## config.mk

```make
export PLATFORM = sky130hd
export DESIGN_NAME = beep_tone_sched
export DESIGN_NICKNAME = d
export VERILOG_FILES = /design/src/rtl/beep_tone_sched.sv
export SDC_FILE = /design/constraint.sdc
export NUM_CORES = 1
export LEC_CHECK = 0
export ABC_AREA = 1
export CAP_MARGIN = 15
export CORE_UTILIZATION = 45
export DETAILED_ROUTE_END_ITERATION = 8
export PLACE_DENSITY = 0.75
export SETUP_SLACK_MARGIN = 0.4
export SYNTH_ARGS = -nofsm -noshare
export SYNTH_HDL_FRONTEND = slang
export SYNTH_SLANG_ARGS = --single-unit
export TNS_END_PERCENT = 5
```

## constraint.sdc

```tcl
create_clock -name CLK_50M -period 3.1 [get_ports CLK_50M]
set_input_delay 0.31 -clock CLK_50M [delete_from_list [all_inputs] [get_ports CLK_50M]]
set_output_delay 0.31 -clock CLK_50M [all_outputs]
set_load 0.05 [all_outputs]
```

## src/rtl/beep_tone_sched.sv

```systemverilog
// rtl/beep_tone_sched.sv - buzzer divider scheduler shared by IR keys and a melody player
// Build option: BEEP_SCHED_LOOP_EN makes the melody wrap to entry 0 until PLAY_STOP.
module beep_tone_sched #(
  parameter int TICK_DIV     = 50000,
  parameter int KEY_HOLD_MS  = 200,
  parameter int NOTE_UNIT_MS = 125,
  parameter int GAP_MS       = 20
) (
  input  logic        CLK_50M,
  input  logic        RST_N,
  input  logic [7:0]  KEY_CODE,
  input  logic        KEY_VALID,
  input  logic        PLAY_START,
  input  logic        PLAY_STOP,
  output logic [15:0] FREQ_DIV,
  output logic        TONE_EN,
  output logic        SRC_MEL,
  output logic [2:0]  NOTE_IDX,
  output logic        BUSY,
  output logic        DONE
);

`ifdef BEEP_SCHED_LOOP_EN
  localparam bit LOOP_EN = 1'b1;
`else
  localparam bit LOOP_EN = 1'b0;
`endif

  localparam logic [15:0] TICK_LAST = 16'(TICK_DIV - 1);

  typedef enum logic [1:0] {IDLE, KEY_TONE, MEL_NOTE, MEL_GAP} state_t;

  state_t      state;
  logic [15:0] tick_cnt;
  logic [15:0] ms_cnt;
  logic        resume;

  function automatic logic [3:0] key_tone_idx(input logic [7:0] code);
    case (code)
      8'h0C:   return 4'd1;
      8'h18:   return 4'd2;
      8'h5E:   return 4'd3;
      8'h08:   return 4'd4;
      8'h1C:   return 4'd5;
      8'h5A:   return 4'd6;
      8'h42:   return 4'd7;
      8'h52:   return 4'd8;
      8'h4A:   return 4'd9;
      default: return 4'd0;
    endcase
  endfunction

  function automatic logic [15:0] tone_div(input logic [3:0] idx);
    case (idx)
      4'd1:    return 16'd47774;
      4'd2:    return 16'd42568;
      4'd3:    return 16'd37919;
      4'd4:    return 16'd35791;
      4'd5:    return 16'd31888;
      4'd6:    return 16'd28409;
      4'd7:    return 16'd25309;
      4'd8:    return 16'd23889;
      4'd9:    return 16'd21276;
      default: return 16'd0;
    endcase
  endfunction

  function automatic logic [3:0] rom_tone(input logic [2:0] e);
    case (e)
      3'd0:    return 4'd1;
      3'd1:    return 4'd2;
      3'd2:    return 4'd3;
      3'd3:    return 4'd1;
      3'd4:    return 4'd5;
      3'd5:    return 4'd0;
      3'd6:    return 4'd5;
      default: return 4'd8;
    endcase
  endfunction

  function automatic logic [2:0] rom_len(input logic [2:0] e);
    case (e)
      3'd4, 3'd6, 3'd7: return 3'd4;
      default:          return 3'd2;
    endcase
  endfunction

  logic [3:0]  key_idx;
  logic        key_tone;
  logic        key_rest;
  logic        start;
  logic        resume_eff;
  logic        resume_pre;
  logic [2:0]  mel_tgt;
  logic [15:0] mel_div;
  logic [15:0] key_div;
  logic [15:0] dur_ms;
  logic        expire;

  always_comb begin
    key_idx  = key_tone_idx(KEY_CODE);
    key_tone = KEY_VALID && (key_idx != 4'd0);
    key_rest = KEY_VALID && (KEY_CODE == 8'h16);
    key_div  = tone_div(key_idx);
    // PLAY_STOP dominates PLAY_START in the same cycle
    start      = PLAY_START && !PLAY_STOP;
    resume_eff = PLAY_STOP ? 1'b0 : (start ? 1'b1 : resume);
    // A key in the last gap of a one-shot melody leaves nothing to resume
    resume_pre = start || LOOP_EN || !(state == MEL_GAP && NOTE_IDX == 3'd7);
    mel_tgt  = start ? 3'd0 : ((state == MEL_GAP) ? NOTE_IDX + 3'd1 : NOTE_IDX);
    mel_div  = tone_div(rom_tone(mel_tgt));
    case (state)
      KEY_TONE: dur_ms = 16'(KEY_HOLD_MS);
      MEL_NOTE: dur_ms = 16'(rom_len(NOTE_IDX)) * 16'(NOTE_UNIT_MS);
      MEL_GAP:  dur_ms = 16'(GAP_MS);
      default:  dur_ms = 16'd0;
    endcase
    expire = (tick_cnt == TICK_LAST) && (ms_cnt == dur_ms - 16'd1);
  end

  always_ff @(posedge CLK_50M or negedge RST_N) begin
    if (!RST_N) begin
      state    <= IDLE;
      tick_cnt <= 16'd0;
      ms_cnt   <= 16'd0;
      resume   <= 1'b0;
      FREQ_DIV <= 16'd0;
      TONE_EN  <= 1'b0;
      SRC_MEL  <= 1'b0;
      NOTE_IDX <= 3'd0;
      BUSY     <= 1'b0;
      DONE     <= 1'b0;
    end else begin
      DONE <= 1'b0;
      if (tick_cnt == TICK_LAST) begin
        tick_cnt <= 16'd0;
        ms_cnt   <= ms_cnt + 16'd1;
      end else begin
        tick_cnt <= tick_cnt + 16'd1;
      end

      case (state)
        IDLE: begin
          tick_cnt <= 16'd0;
          ms_cnt   <= 16'd0;
          if (key_tone) begin
            state    <= KEY_TONE;
            FREQ_DIV <= key_div;
            TONE_EN  <= 1'b1;
            SRC_MEL  <= 1'b0;
            BUSY     <= 1'b1;
            if (start) begin
              resume   <= 1'b1;
              NOTE_IDX <= 3'd0;
            end
          end else if (start) begin
            state    <= MEL_NOTE;
            NOTE_IDX <= 3'd0;
            FREQ_DIV <= mel_div;
            TONE_EN  <= (mel_div != 16'd0);
            SRC_MEL  <= 1'b1;
            BUSY     <= 1'b1;
          end
        end

        KEY_TONE: begin
          resume <= resume_eff;
          if (PLAY_STOP || start) NOTE_IDX <= 3'd0;
          if (key_tone) begin
            FREQ_DIV <= key_div;
            tick_cnt <= 16'd0;
            ms_cnt   <= 16'd0;
          end else if (key_rest || expire) begin
            tick_cnt <= 16'd0;
            ms_cnt   <= 16'd0;
            if (resume_eff) begin
              state    <= MEL_NOTE;
              resume   <= 1'b0;
              NOTE_IDX <= mel_tgt;
              FREQ_DIV <= mel_div;
              TONE_EN  <= (mel_div != 16'd0);
              SRC_MEL  <= 1'b1;
            end else begin
              state    <= IDLE;
              FREQ_DIV <= 16'd0;
              TONE_EN  <= 1'b0;
              SRC_MEL  <= 1'b0;
              BUSY     <= 1'b0;
            end
          end
        end

        default: begin
          if (PLAY_STOP) begin
            state    <= IDLE;
            NOTE_IDX <= 3'd0;
            FREQ_DIV <= 16'd0;
            TONE_EN  <= 1'b0;
            SRC_MEL  <= 1'b0;
            BUSY     <= 1'b0;
            tick_cnt <= 16'd0;
            ms_cnt   <= 16'd0;
          end else if (key_tone) begin
            state    <= KEY_TONE;
            resume   <= resume_pre;
            NOTE_IDX <= mel_tgt;
            FREQ_DIV <= key_div;
            TONE_EN  <= 1'b1;
            SRC_MEL  <= 1'b0;
            tick_cnt <= 16'd0;
            ms_cnt   <= 16'd0;
          end else if (start || (expire && state == MEL_GAP)) begin
            tick_cnt <= 16'd0;
            ms_cnt   <= 16'd0;
            if (!start && NOTE_IDX == 3'd7) begin
              DONE     <= 1'b1;
              NOTE_IDX <= 3'd0;
            end
            if (!start && NOTE_IDX == 3'd7 && !LOOP_EN) begin
              state    <= IDLE;
              FREQ_DIV <= 16'd0;
              TONE_EN  <= 1'b0;
              SRC_MEL  <= 1'b0;
              BUSY     <= 1'b0;
            end else begin
              state    <= MEL_NOTE;
              NOTE_IDX <= mel_tgt;
              FREQ_DIV <= mel_div;
              TONE_EN  <= (mel_div != 16'd0);
            end
          end else if (expire) begin
            state    <= MEL_GAP;
            FREQ_DIV <= 16'd0;
            TONE_EN  <= 1'b0;
            tick_cnt <= 16'd0;
            ms_cnt   <= 16'd0;
          end
        end
      endcase
    end
  end

endmodule

```

==> results.md, run 1 <==
- Status: finished clean
- DRC: 0
- PortBufs: 35
- R2R Setup Slk: 0.36 ns
- Antenna violations before repair: 0
- CP startpoint: NOTE_IDX[1]
- Die ar.: 10100 µm²
- Synthesis-to-finish area growth: 26.9%
- Cell area after synthesis: 4350 µm²
- First-pass DRT Iterations: 5
- Post-synth top flop: dfrtp_1
- Synth Instances: 658
- Crit path max fanout: 8
- Final min period: 2.74 ns
- Fraction of registers with async set/reset: 1.00
- Inserted Diodes: 0
- Worst hold slack: 0.433 ns
- Syn nets: 684
- Yosys reg bits: 58
- Most common cell after layout, fill and taps aside: nand2_1
- Sequential share of the synthesized area: 0.333
- Reg2Reg Depth: 18
- Post-Route Setup TNS: 0 ns
- Top cell type by total area after synthesis: dfrtp_1
- Worst setup SP type: flop
- Worst-Skew Late Latency: 0.35 ns
- Rel. slew slack: 0.658
- Total number of vias: 4527
- Horiz. Die Dim: 100 µm
- Routed Wire Length: 11900 µm
- Fin crit share: 0.884
- Post-route ant nets: 0
- CP required: 3.40 ns
- Peak VDD IR: 424 µV
- All-Layer GR Usage: 0.239
- P_leak: 2.63 nW
- Initial Util: 0.469
- Filler Cell Count: 852
- Ranking of synthesized cells by area: dfrtp_1, nand2_1, nor2_1, inv_1, nand3_1
- Max-Cap Viols: 0
- First-pass GRT wire length: 19100 µm
- IO Pins: 36
- Die Ht: 100 µm
- RSZ-0062 raised after global routing: yes
- Reg2Reg Capture Point: FREQ_DIV[4]
- Avg Vias per Cell: 5.30
- Largest net degree at the start of global routing: 41
- Clock-pin slew on the worst setup and hold paths: 0.08 ns
- Clk_skew: 0.0162 ns
- Synth Warn #: 0
- Worst reg2reg path startpoint: NOTE_IDX[1]
- HPWL after detailed placement: 8290 µm
- Clock buffer depth: 2
- CTS buffer count: 9
- Post-DR wirelength/cell: 13.9 µm
- Placed Area: 4890 µm²
- Max Freq: 365 MHz
- DR iter-0 viols: 279
- Final instance area: 5520 µm²
- Root buffer cell: clkbuf_8
- Power Total: 4.85 mW
- Max-slew violations: 0
- Worst min-delay path category: primary input to async pin
- Share of the synthesized area in the top cell type: 0.333
- Critical Path AT: 3.04 ns
- Synth unique cells: 41
- Core area: 9280 µm²
- Final hold vios: 0
- Share of layout cells above drive strength 1: 0.166
- Slew @ Worst Pin: 0.512 ns
- Pwr/cell area: 878 nW/µm²
- GR Overflow Total: 0
- Number of setup violations in the final report: 0
- Number of global-route vias before repair: 4349
- Worst Setup Path Type: flop to flop
- Most frequent cells in the layout: nand2_1, nor2_1, inv_1
- H-tree levels: 3
- FP Rows: 35
- EDFF count, synth: 0
- Placer Congestion: 0.963
- Num Clock Sinks: 58
- Mean area per synthesized cell: 6.62 µm²
- CTS tree: built
- Final net count: 746
- CP Capture Point: FREQ_DIV[4]
- Crit path capture type: flop
==> per-stage QoR <==
| step | utilization | worst slack, ns | std cells |
|---|---|---|---|
| 4_1_cts | 0.567 | 0.352 | 849 |
| 6_report | 0.595 | 0.359 | 854 |
| 2_1_floorplan | - | 0.416 | 658 |
| 3_5_place_dp | 0.526 | 0.0301 | 821 |
| 5_1_grt | 0.595 | 0.145 | 854 |
| 3_3_place_gp | 0.526 | 0.0833 | 821 |
==> sequential cells by signal, summed over array words and instances (netlist names) <==
name / count
tick_cnt: 16
state: 2
NOTE_IDX: 3
FREQ_DIV: 16
BUSY: 1
DONE: 1
ms_cnt: 16
resume: 1
TONE_EN: 1
SRC_MEL: 1
==> cell families (layout without fill, tap and decap cells) <==
group	count (synthesis)	after routing	synth area share
compound gates	60	60	0.0733
fa+ha+maj	13	13	0.0374
buf+inv	96	163	0.0911
flops	58	58	0.333
simple gates	412	412	0.427
xor+xnor	19	19	0.0382
==> report_power, final <==
group          total [mW]  internal [mW]  switching [mW]
Sequential           1.04          0.910           0.130
Clock               0.902          0.542           0.360
Combinational        2.91           1.06            1.84
Total                4.85           2.52            2.33
==> timing repair <==
item                                    in CTS  in global routing
pin swaps                                    3                 11
hold endpoints to repair                    18                  0
buffers inserted                            11                  3
gates cloned                                 0                  2
hold buffers                                 1                  0
endpoints found under the setup margin      46                 58
gates resized for setup                     10                 41
==> cell type report <==
type,instances,area (µm²),share of cell area
multi-input combinational,504,2690,0.486
sequential,58,1460,0.264
timing repair buffer,62,633,0.115
inverter,85,337,0.0609
tap,129,161,0.0292
clock inverter,7,125,0.0227
clock buffer,9,124,0.0224
==> per-layer routing <==
| layer | share of wire | global-route usage |
|---|---|---|
| met1 | 0.40 | 0.273 |
| met2 | 0.51 | 0.422 |
| met3 | 0.047 | 0.0529 |
| met4 | 0.041 | 0.115 |
| met5 | 0 | 0 |
==> how the worst min path moves through the flow <==
stage / cells after the start / end
floorplan: 0 / BUSY
global placement: 1 / ms_cnt[13]
detailed placement: 1 / ms_cnt[13]
CTS: 2 / FREQ_DIV[6]
global route: 2 / ms_cnt[13]
finish: 2 / ms_cnt[13]
==> worst max-delay path: stages, from the launching register on <==
cell,delay (ns)
dfrtp_2,0.45
ha_4,0.18
ha_4,0.15
inv_4,0.05
nand4_4,0.15
ha_4,0.33
nor2_4,0.04
nor2_4,0.14
nand3_2,0.08
nor2_2,0.10
nand3_2,0.09
nor2_4,0.16
nand3_4,0.13
nand4_4,0.12
nand3_4,0.12
clkbuf_16,0.19
nor2_1,0.09
nand2_1,0.06
nand2_1,0.05
==> synthesized netlist by cell type, types with 3 or more instances <==
cell,number
a21oi_1,18
buf_2,3
clkbuf_1,4
dfrtp_1,58
ha_1,13
inv_1,75
inv_2,6
nand2_1,201
nand2_2,7
nand3_1,42
nand3_2,3
nand4_1,14
nor2_1,101
nor2_2,9
nor2_4,3
nor3_1,14
nor4_1,3
o211ai_1,4
o21ai_0,28
o21ai_1,5
xnor2_1,4
xor2_1,15
(Power assumes the default switching activity.)
==> run 2: changes to the inputs <==
--- a/config.mk
+++ b/config.mk
@@ -7,6 +7,7 @@
 export LEC_CHECK = 0
 export ABC_AREA = 1
 export CAP_MARGIN = 15
+export CORE_ASPECT_RATIO = 0.5
 export CORE_UTILIZATION = 45
 export DETAILED_ROUTE_END_ITERATION = 8
 export PLACE_DENSITY = 0.75
==> results.md, run 2 (synthesis gave the netlist of run 1 again) <==
- Die Ht: 71.5 µm (-29%)
- Max Freq: 371 MHz (+1.8%)
- Avg Vias per Cell: 5.23 (-1.3%)
- Clock-pin slew on the worst setup and hold paths: 0.06 ns (-0.02 ns)
- H-tree levels: 3 (unchanged)
- Number of global-route vias before repair: 4142 (-4.8%)
- Crit path max fanout: 6 (-2)
- First-pass GRT wire length: 18700 µm (-2.0%)
- Post-Route Setup TNS: 0 ns (unchanged)
- Most common cell after layout, fill and taps aside: nand2_1
- Placed Area: 4920 µm² (+0.64%)
- Final hold vios: 0 (unchanged)
- Max-slew violations: 0 (unchanged)
- CTS buffer count: 9 (unchanged)
- Core area: 9040 µm² (-2.6%)
- Max-Cap Viols: 0 (unchanged)
- CP required: 3.37 ns (-0.03 ns)
- Num Clock Sinks: 58 (unchanged)
- Fin crit share: 0.869 (-0.0154)
- Slew @ Worst Pin: 0.513 ns (+0.000811 ns)
- All-Layer GR Usage: 0.234 (-0.00493)
- Horiz. Die Dim: 141 µm (+41%)
- Antenna violations before repair: 0 (unchanged)
- GRT busiest layer: met2
- Inserted Diodes: 0 (unchanged)
- Pwr/cell area: 906 nW/µm² (+3.2%)
- HPWL after detailed placement: 7730 µm (-6.7%)
- Share of layout cells above drive strength 1: 0.188 (+0.0222)
- Crit path capture type: flop
- Root buffer cell: clkbuf_16
- Routed Wire Length: 11500 µm (-3.6%)
- Worst-Skew Late Latency: 0.34 ns (about the same)
- Biggest regs: FREQ_DIV (16), ms_cnt (16), tick_cnt (16)
- Final min period: 2.69 ns (-0.0477 ns)
- Rel. slew slack: 0.657 (about the same)
- Filler Cell Count: 784 (-8.0%)
- First-pass DRT Iterations: 5 (unchanged)
- Worst Setup Path Type: flop to flop
- P_leak: 2.71 nW (+3.0%)
- Number of setup violations in the final report: 0 (unchanged)
- Clk_skew: 0.00732 ns (-0.00892 ns)
- Met1 Resource Use GR: 0.296 (+0.0228)
- M3 GR Usage: 0.0495 (-0.00346)
- Initial Util: 0.482 (+0.0127)
- Clock buffer depth: 2 (unchanged)
- Synthesis-to-finish area growth: 30.6%
- Die ar.: 10100 µm² (+0.24%)
- DR iter-0 viols: 317 (+14%)
- Total number of vias: 4524 (-0.066%)
- DRC: 0 (unchanged)
- Post-DR wirelength/cell: 13.2 µm (-4.8%)
- Worst min-delay path category: primary input to async pin
- Critical Path AT: 2.97 ns (-0.07 ns)
- RSZ-0062 raised after global routing: yes
- Placer Congestion: 0.880 (-8.6%)
- PortBufs: 35 (unchanged)
- Worst hold slack: 0.385 ns (-0.0487 ns)
- Setup WS post-layout: 0.407 ns (+0.0477 ns)
- Worst setup SP type: flop
- GR Overflow Total: 0 (unchanged)
- Final instance area: 5680 µm² (+2.9%)
- Post-route ant nets: 0 (unchanged)
- Most frequent cells in the layout: nand2_1, nor2_1, inv_1
- Status: finished clean
- FP Rows: 24 (-31%)
- IO Pins: 36 (unchanged)
- CTS tree: built
- GR Util met2: 0.397 (-0.0254)
- Place WS: 0.0781 ns (+0.0480 ns)
- Largest net degree at the start of global routing: 49 (+20%)
- Final net count: 756 (+1.3%)
- Peak VDD IR: 473 µV (+11%)
[run 2: path summary, 6_finish.rpt]
check | to | from | cells past startpoint | slack [ns]
min in group CLK_50M | tick_cnt[0] | tick_cnt[0] | 1 | 0.47
max in group asynchronous | tick_cnt[10] | RST_N | 4 | 2.00
worst min register to register | tick_cnt[0] | tick_cnt[0] | 1 | 0.47
worst max-delay path | FREQ_DIV[7] | NOTE_IDX[1] | 18 | 0.41
worst min-delay path | FREQ_DIV[0] | RST_N | 2 | 0.38
worst max register to register | FREQ_DIV[7] | NOTE_IDX[1] | 18 | 0.41
[run 2: worst max-delay path, stage by stage, from the launching register on]
cell and delay, ns:
dfrtp_2 0.44, ha_4 0.18, ha_4 0.16, inv_4 0.06, nand4_4 0.13, ha_4 0.31, nor2_4 0.04, nor2_4 0.10
nand3_2 0.07, nor2_1 0.08, nand3_1 0.11, nor2_4 0.17, nand2_4 0.11, nand4_4 0.14, nand3_4 0.14, clkbuf_16 0.21
nor2_2 0.08, nand2_1 0.05, nand2_1 0.05
[run 2: final cells by class]
type	instances	area [µm²]	area share
Sequential cell	58	1460	0.256
Timing Repair Buffer	72	689	0.121
Multi-Input combinational cell	504	2720	0.479
Clock inverter	5	77.6	0.0137
Clock buffer	11	243	0.0427
Inverter	85	332	0.0583
Tap cell	130	163	0.0286
[run 2: stage by stage]
stage,std cells,power (mW),utilization
5_1_grt,865,5.46,0.629
4_1_cts,853,4.69,0.595
6_report,865,5.15,0.629
2_1_floorplan,658,2.79,-
3_5_place_dp,826,3.43,0.544
3_3_place_gp,826,3.39,0.544
[run 2: where the power goes]
part / internal, mW / switching [mW]
Combinational: 1.12 / 1.91
Clock: 0.722 / 0.361
Sequential: 0.911 / 0.118
Total: 2.76 / 2.39
[run 2: metal layers]
metal,up-vias,wire length (µm),share of wire
met3,31,626,0.055
met2,165,5340,0.47
met4,0,364,0.032
met1,2091,5120,0.45
li1,2237,-,-
met5,-,0,0
[run 2: repair_timing]
item                                    in CTS  in global routing
hold buffers                                 0                  1
hold endpoints to repair                     0                  9
pin swaps                                    5                 18
gates resized for setup                     13                 48
cloned                                       0                  2
endpoints found under the setup margin      42                 57
setup buffers                               11                  8
